<file path="src/rtl/lifo_stack_pkg.sv">
// Shared constants, operation encoding and sizing helper for the LIFO stack.
package lifo_stack_pkg;

   localparam int DEF_ADRS_BITS = 2;
   localparam int DEF_WORD_BITS = 4;

   // Resolved action for one clock edge, decoded from the request and occupancy.
   typedef enum logic [2:0] {
      OP_IDLE,
      OP_PUSH,
      OP_POP,
      OP_REPLACE,
      OP_OVERFLOW,
      OP_UNDERFLOW
   } op_t;

   // One extra bit so the count can hold DEPTH itself.
   function automatic int count_width(input int adrs_bits);
      return adrs_bits + 1;
   endfunction

endpackage

</file>
<file path="src/rtl/stack_reg_file.sv">
// Stack storage: one synchronous write port, one asynchronous read port.
module stack_reg_file #(
   parameter int ADRS_BITS = 2,
   parameter int WORD_BITS = 4
) (
   input  logic                 clk,
   input  logic                 wr_en,
   input  logic [ADRS_BITS-1:0] wr_addr,
   input  logic [WORD_BITS-1:0] wr_data,
   input  logic [ADRS_BITS-1:0] rd_addr,
   output logic [WORD_BITS-1:0] rd_data
);

   localparam int DEPTH = 2**ADRS_BITS;

   logic [WORD_BITS-1:0] mem [DEPTH];

   // NOTE: storage carries no reset; validity is tracked by the count, so a reset
   // here would only add fan-out and block RAM inference.
   always_ff @(posedge clk) begin
      if (wr_en) begin
         mem[wr_addr] <= wr_data;
      end
   end

   assign rd_data = mem[rd_addr];

endmodule

</file>
<file path="src/rtl/lifo_stack_pro.sv">
// Show-ahead LIFO stack with replace-top, almost-full threshold and sticky error flags.
module lifo_stack_pro
   import lifo_stack_pkg::*;
#(
   parameter int ADRS_BITS = DEF_ADRS_BITS,
   parameter int WORD_BITS = DEF_WORD_BITS,
   parameter int AF_LEVEL  = (2**ADRS_BITS) - 1
) (
   input  logic                                 clk,
   input  logic                                 rst,
   input  logic                                 push,
   input  logic                                 pop,
   input  logic                                 clr_err,
   input  logic [WORD_BITS-1:0]                 push_data,
   output logic [WORD_BITS-1:0]                 pop_data,
   output logic                                 empty,
   output logic                                 full,
   output logic                                 almost_full,
   output logic [count_width(ADRS_BITS)-1:0]    count,
   output logic                                 overflow,
   output logic                                 underflow
);

   localparam int DEPTH = 2**ADRS_BITS;
   localparam int CW    = count_width(ADRS_BITS);

   op_t                  op;
   logic                 wr_en;
   logic [ADRS_BITS-1:0] top_addr;
   logic [ADRS_BITS-1:0] wr_addr;
   logic [WORD_BITS-1:0] rd_data;

   assign empty       = (count == '0);
   assign full        = (count == CW'(DEPTH));
   assign almost_full = (count >= CW'(AF_LEVEL));

   // NOTE: op gets a default before the case so no path leaves it unassigned,
   // which would otherwise infer a latch.
   always_comb begin
      op = OP_IDLE;
      casez ({push, pop, empty, full})
         4'b111?: op = OP_PUSH;       // push+pop on empty behaves as a plain push
         4'b110?: op = OP_REPLACE;
         4'b10?1: op = OP_OVERFLOW;
         4'b10?0: op = OP_PUSH;
         4'b011?: op = OP_UNDERFLOW;
         4'b010?: op = OP_POP;
         default: op = OP_IDLE;
      endcase
   end

   assign top_addr = ADRS_BITS'(count - CW'(1));
   assign wr_en    = rst && ((op == OP_PUSH) || (op == OP_REPLACE));
   assign wr_addr  = (op == OP_REPLACE) ? top_addr : ADRS_BITS'(count);

   stack_reg_file #(
      .ADRS_BITS (ADRS_BITS),
      .WORD_BITS (WORD_BITS)
   ) u_reg_file (
      .clk     (clk),
      .wr_en   (wr_en),
      .wr_addr (wr_addr),
      .wr_data (push_data),
      .rd_addr (top_addr),
      .rd_data (rd_data)
   );

   assign pop_data = empty ? '0 : rd_data;

   // NOTE: state registers use non-blocking assignments so every flop samples
   // the pre-edge values regardless of statement order.
   always_ff @(posedge clk) begin
      if (!rst) begin
         count     <= '0;
         overflow  <= 1'b0;
         underflow <= 1'b0;
      end else begin
         case (op)
            OP_PUSH: count <= count + CW'(1);
            OP_POP:  count <= count - CW'(1);
            default: count <= count;
         endcase

         // A new error event outranks a simultaneous clear.
         if (op == OP_OVERFLOW) begin
            overflow <= 1'b1;
         end else if (clr_err) begin
            overflow <= 1'b0;
         end

         if (op == OP_UNDERFLOW) begin
            underflow <= 1'b1;
         end else if (clr_err) begin
            underflow <= 1'b0;
         end
      end
   end

endmodule

</file>
<file path="config.mk">
export PLATFORM = sky130hd
export DESIGN_NAME = lifo_stack_pro
export DESIGN_NICKNAME = d
export VERILOG_FILES = /design/src/rtl/lifo_stack_pkg.sv /design/src/rtl/stack_reg_file.sv /design/src/rtl/lifo_stack_pro.sv
export SDC_FILE = /design/constraint.sdc
export NUM_CORES = 1
export LEC_CHECK = 0
export BUFFER_PORTS_ARGS = -buffer_cell sky130_fd_sc_hd__buf_2
export CORE_UTILIZATION = 50
export CTS_BUF_LIST = sky130_fd_sc_hd__clkbuf_8
export DETAILED_ROUTE_END_ITERATION = 6
export PLACE_DENSITY = 0.84
export SLEW_MARGIN = 30
export SYNTH_ARGS = -nofsm -noshare
export SYNTH_HDL_FRONTEND = slang
export SYNTH_HIERARCHICAL = 1
export SYNTH_SLANG_ARGS = --single-unit
</file>
<file path="constraint.sdc">
create_clock -name clk -period 2.2 [get_ports clk]
set_input_delay 0.33 -clock clk [delete_from_list [all_inputs] [get_ports clk]]
set_output_delay 0.33 -clock clk [all_outputs]
set_load 0.03 [all_outputs]
</file>
Word level (Yosys, flattened, before mapping) --
Memories as Yosys holds them, arrays and structs flattened. Index checks and enable logic that the tools add are counted.
Operators by class: add/sub/neg operators 2, $lt $le $gt $ge 1, eq/ne operators 12, multiplexer cells 9, reduce and logical (&&, ||, !) cells 7
Operator list (number):
- $eq A3 B3 Y1 const B | 7
- $pmux W3 S5 | 1
- $eq A3 B2 Y1 const B | 4
- $pmux W3 S2 | 1
- $reduce_bool A2 Y1 | 3
- $mux W1 | 5
- $mux W4 | 1
- $add A3 B1 Y3 const B | 1
- $eq A3 B1 Y1 const B | 1
- $ge A3 B2 Y1 const B | 1
- $logic_not A3 Y1 | 1
- $sub A3 B1 Y3 const B | 1
- $mux W2 | 1
- $reduce_or A2 Y1 | 1
- $logic_and A1 B1 Y1 | 1
- $logic_or A1 B1 Y1 | 1
Word-level totals: register bits 5, memory bits (writable) 16, input bits 9, output and inout port bits 12, logic and storage cells 35, memories kept 1
Memory list:
- u_reg_file.mem | depth 4, width 4, read ports 1, clocked after Yosys merged registers in 0, write ports 1, line stack_reg_file.sv:16 | logic [WORD_BITS-1:0] mem [DEPTH];

Depth between registers and ports, before layout --
depth after elaboration 9, gate-level depth with buffers 7, gate-level depth less buffers 6

Cells and area by module --
The synthesis kept the hierarchy.
Modules (own cells, without submodules):
- stack_reg_file | times used 1, cells an instance 24, area an instance 616.8 sq um, seq. area each 480.5 sq um
- lifo_stack_pro | times used 1, cells an instance 60, area an instance 474.2 sq um, seq. area each 100.1 sq um

Worst setup path before layout --
OpenSTA, ideal clock, no wires.
path kind flip-flop to flip-flop, start register count[0], end memory u_reg_file.mem[0][0], enable pin, library setup time 0.367 ns, arrival 2.053 ns, required time 1.833 ns, setup slack -0.220 ns, stages on the path, launching flop included 7, path buffers 1, period minus slack after synthesis 2.420 ns, cell sequence dfxtp_1 inv_1 ha_1 buf_4 and2_2 a21oi_1 nor3b_1
Between the ends: elaborated cells between the ends (all ways) 18, those cells by class add/sub: 1; eq/ne: 9; mux: 4; reduce/logical: 4
RTL lines:
- start, declared | line lifo_stack_pro.sv:19 | output logic [count_width(ADRS_BITS)-1:0] count,
- start signal, assigned | line lifo_stack_pro.sv:79 | OP_PUSH: count <= count + CW'(1);
- start signal, assigned | line lifo_stack_pro.sv:80 | OP_POP: count <= count - CW'(1);
- start signal, assigned | line lifo_stack_pro.sv:81 | default: count <= count;
- $sub A3 B1 Y3
- named net top_addr[0] | line lifo_stack_pro.sv:29 | logic [ADRS_BITS-1:0] top_addr;
- $mux W2 | line lifo_stack_pro.sv:54 | assign wr_addr = (op == OP_REPLACE) ? top_addr : ADRS_BITS'(count);
- end, declared | line stack_reg_file.sv:16
The timed path passes the listed nets, and every way through them passes these cells.

Worst setup path in the final report --
start register count[0], end output pop_data[1]
Between the ends: longest elaborated chain between the ends 3, elaborated cells between the ends (all ways) 4, those cells by class add/sub: 1; mux: 1; reduce/logical: 1; memory: 1
Ends and longest elaborated chain:
- $sub A3 B1 Y3
- named net top_addr[0] | line lifo_stack_pro.sv:29
- $mem_v2 Z4 W4
- named net rd_data[1] | line lifo_stack_pro.sv:31 | logic [WORD_BITS-1:0] rd_data;
- $mux W4 | line lifo_stack_pro.sv:68 | assign pop_data = empty ? '0 : rd_data;
- end, declared | line lifo_stack_pro.sv:15 | output logic [WORD_BITS-1:0] pop_data,
The timed path passes the listed nets, and every way through them passes these cells.

==> results.md <==
* DIE AREA at roughly 2400 µm²
* Synth Area in Simple Gates at 16.63%
* Dpl cells at between 100 and 150
* Clock network power share at 14.3%
* Worst hold margin at approximately 280 ps
* Pre-CTS setup slack at 181.4 ps
* Compound-Gate Fraction of Synth Area at under 10%
* Adder-cell share of the synthesized area at under 10%
* Status: complete, no violations
* Max cap viols at 0
* CP top delay family: multiplexers
* TritonCTS buffer count at 3
* Synth Register Bits at 21
* CP Launch Type: flip-flop
* Register area share after synthesis at 53.21%
* XOR/XNOR Fraction of Synth Area at around 1.6%
* Die H at a little under 50 µm
* Share of post-route cells with drive strength above 1 at ~38%
* Critical-path top delay cell: mux4_1
* IO Port Bufs at 20
* Slew Viols, Final at 0
* Main combinational cell family by area after synthesis: simple AND/OR/NAND/NOR gates
* Crit-path cells: inv_2 -> buf_6 -> mux4_1 -> and2_2 -> buf_2
* Sw frac at between 40% and 50%
* Pin count of the biggest net entering global routing at 14
* CTS resizes at 2
* Max incr delay on CP at about 570 ps
* CP Data Required Time at between 1500 and 2000 ps
* Leakage power at 0.5495 nW
* Hpwl dp at 1545 µm
* Via/cell ratio at ~5.4
* CTS Hold Buffers Added at 0
* CTS root buf: clkbuf_8
* CP Buf/Inv Count at 3
* Crit path arrival time at ~1800 ps
* Hold WC Path Type: input port to flip-flop
* Slew HR at 75.86%
* Flop pwr share at around 29%
* RSZ-0062 raised after global routing: false
* Comb pwr share at a little under three fifths
* Worst-path maximum fanout at 8
* Initial antenna violation count at 0
* Worst Tran Pin Value at approximately 360 ps
* Area grow syn2layout at 19.15%
* Peak supply drop at 0.0008270 V
* Synth Warn # at 6
* Power Dens Cells at about 1400 nW/µm²
* Via count at between 700 and 800
* First DRT Iteration DRCs at 20
* Row Count at 16
* Pwr Total at around 1.8 mW
* Drt total wl at 1996 µm
* First-pass GRT wire length at between 3000 and 4000 µm
* Reported net switching power at 0.7766 mW
* ANT cells at 0
* Cell-internal power at about 1.0 mW
* Fillers at 161
* Layout net count at 122
* Syn avg cell area at 12.99 µm²
* Final period util at a little over nine tenths
* CP Capture Type: primary output
* Post-Synthesis Cell Area at 1091 µm²
* Synth unique cells at 32
* WL per Instance at between 10 and 15 µm
* # clock sinks at 21
* Post-synth EDFFs at 16
* Core Box Area at 2002 µm²
* Setup tns final at 0 ps
* H-tree depth at 1
* CTS max path bufs at 2
* Achievable Freq at 0.4717 GHz
* CTS tree: built
* Final Hold Vio Count at 0
* TritonRoute pass-1 iters at 4
* DRC Markers at 0
* Top Ports at 21
* Clk slew on worst S/H paths at 80 ps
* # Post-CTS Setup Buffers at 0
* Initial Util at 54.50%
* Final cell count without fillers at between 100 and 150
* Global route overflow at 0
* Post-route ant nets at 0
* Crit path kind: flip-flop to primary output
* Mux cell area share after synthesis at between 10% and 20%
* Mapped Nets at 97
* Gate Count Post-Synth at 84
* Vias in the first global route at between 700 and 800
* FFs w/ async S/R, synth at 0%
* Final WS setup at around 80 ps
* Setup-failing EPs final at 0
* Overall Global Routing Usage at a little under 20%
* Worst Clk Skew at 1.213 ps
* Final min period at approximately 2100 ps
* GPL Wtd Cong at slightly below 0.9
* Chip width at roughly 50 µm
* Skew-Pair Late Insertion Delay at approximately 270 ps
* Ys flop type: edfxtp_1
-- worst reg2reg max path: cells and delay by family (launching register included) --
kind          cells  cell delay, ps
fa+ha+maj         1             200
buf+inv           1             110
flops             1             360
mux               1             320
simple gates      3             640
-- cells in the mapped netlist (2+ instances only) --
| library cell | instances | area share (%) |
|---|---|---|
| mux4_1 | 4 | 9.6 |
| edfxtp_1 | 16 | 44 |
| and3b_1 | 2 | 1.6 |
| nor2_1 | 3 | 1.0 |
| a311oi_1 | 2 | 1.6 |
| nand2b_1 | 3 | 1.7 |
| a21oi_1 | 3 | 1.4 |
| nor2b_1 | 2 | 1.1 |
| and2_2 | 5 | 3.4 |
| buf_4 | 2 | 1.4 |
| dfxtp_1 | 5 | 9.2 |
| xnor2_1 | 2 | 1.6 |
| mux2i_1 | 2 | 1.8 |
| nand3_1 | 2 | 0.92 |
| ha_1 | 4 | 4.6 |
| nand2_1 | 6 | 2.1 |
| inv_1 | 6 | 2.1 |
-- registers in the layout, indices dropped and copies added, names as in the netlist --
name	flops
u_reg_file/mem	16
count	3
overflow	1
underflow	1
-- metrics by stage --
stage               utilization [%]  area [µm²]
floorplan                         -        1097
global placement              61.63        1234
detailed placement            61.63        1234
CTS                           64.13        1284
global route                  64.94        1300
finish                        64.94        1300
-- area by class of cell --
class	instances	area (µm²)	share of cell area, %
well taps	27	33.78	2.599
clock buffers	3	41.29	3.176
repair buffers	23	126.4	9.721
inverters	7	28.78	2.214
clock inverters	1	7.507	0.5775
multi-input cells	53	479.2	36.86
flip-flops and latches	21	583.1	44.85
-- layer usage --
layer / GRT usage, % / part of all wire (%)
met5: 0 / 0
met4: 5.882 / 1.1
met3: 5.660 / 6.9
met2: 33.10 / 49
met1: 23.27 / 43
-- power by group through the flow --
stage / clock network, mW / logic (mW) / registers [mW]
after floorplan: 0 / 0.675 / 0.585
after global placement: 0 / 0.958 / 0.523
after detailed placement: 0 / 0.982 / 0.528
after CTS: 0.273 / 0.989 / 0.521
after global routing: 0.281 / 1.11 / 0.530
final: 0.258 / 1.03 / 0.522
-- final timing paths --
check | start | endpoint | slack, ps | depth (start not counted)
min reg2reg | overflow | overflow | 490 | 2
max | count[0] | pop_data[1] | 80 | 5
max reg2reg | count[1] | u_reg_file/mem[3][0] | 280 | 6
min | push_data[0] | u_reg_file/mem[0][0] | 280 | 1
-- placed cells by master, fill, tap and decap left out, drive strengths merged, types with 2 or more instances in the layout --
cell type	count
a21oi	3
a311oi	2
and2	6
and3	2
and3b	2
buf	23
clkbuf	3
dfxtp	5
edfxtp	16
ha	4
inv	7
mux2i	2
mux4	4
nand2	6
nand2b	4
nand3	2
nor2	3
nor2b	2
xnor2	2
-- logic make-up after synthesis --
kind of cell,after synthesis
XOR/XNOR,2
multiplexers,6
flip-flops,21
adder cells (fa/ha/maj),4
buffers and inverters,10
AND/OR/NAND/NOR,29
AO/OA/AOI/OAI,12
Power figures use the tool's default switching activity.
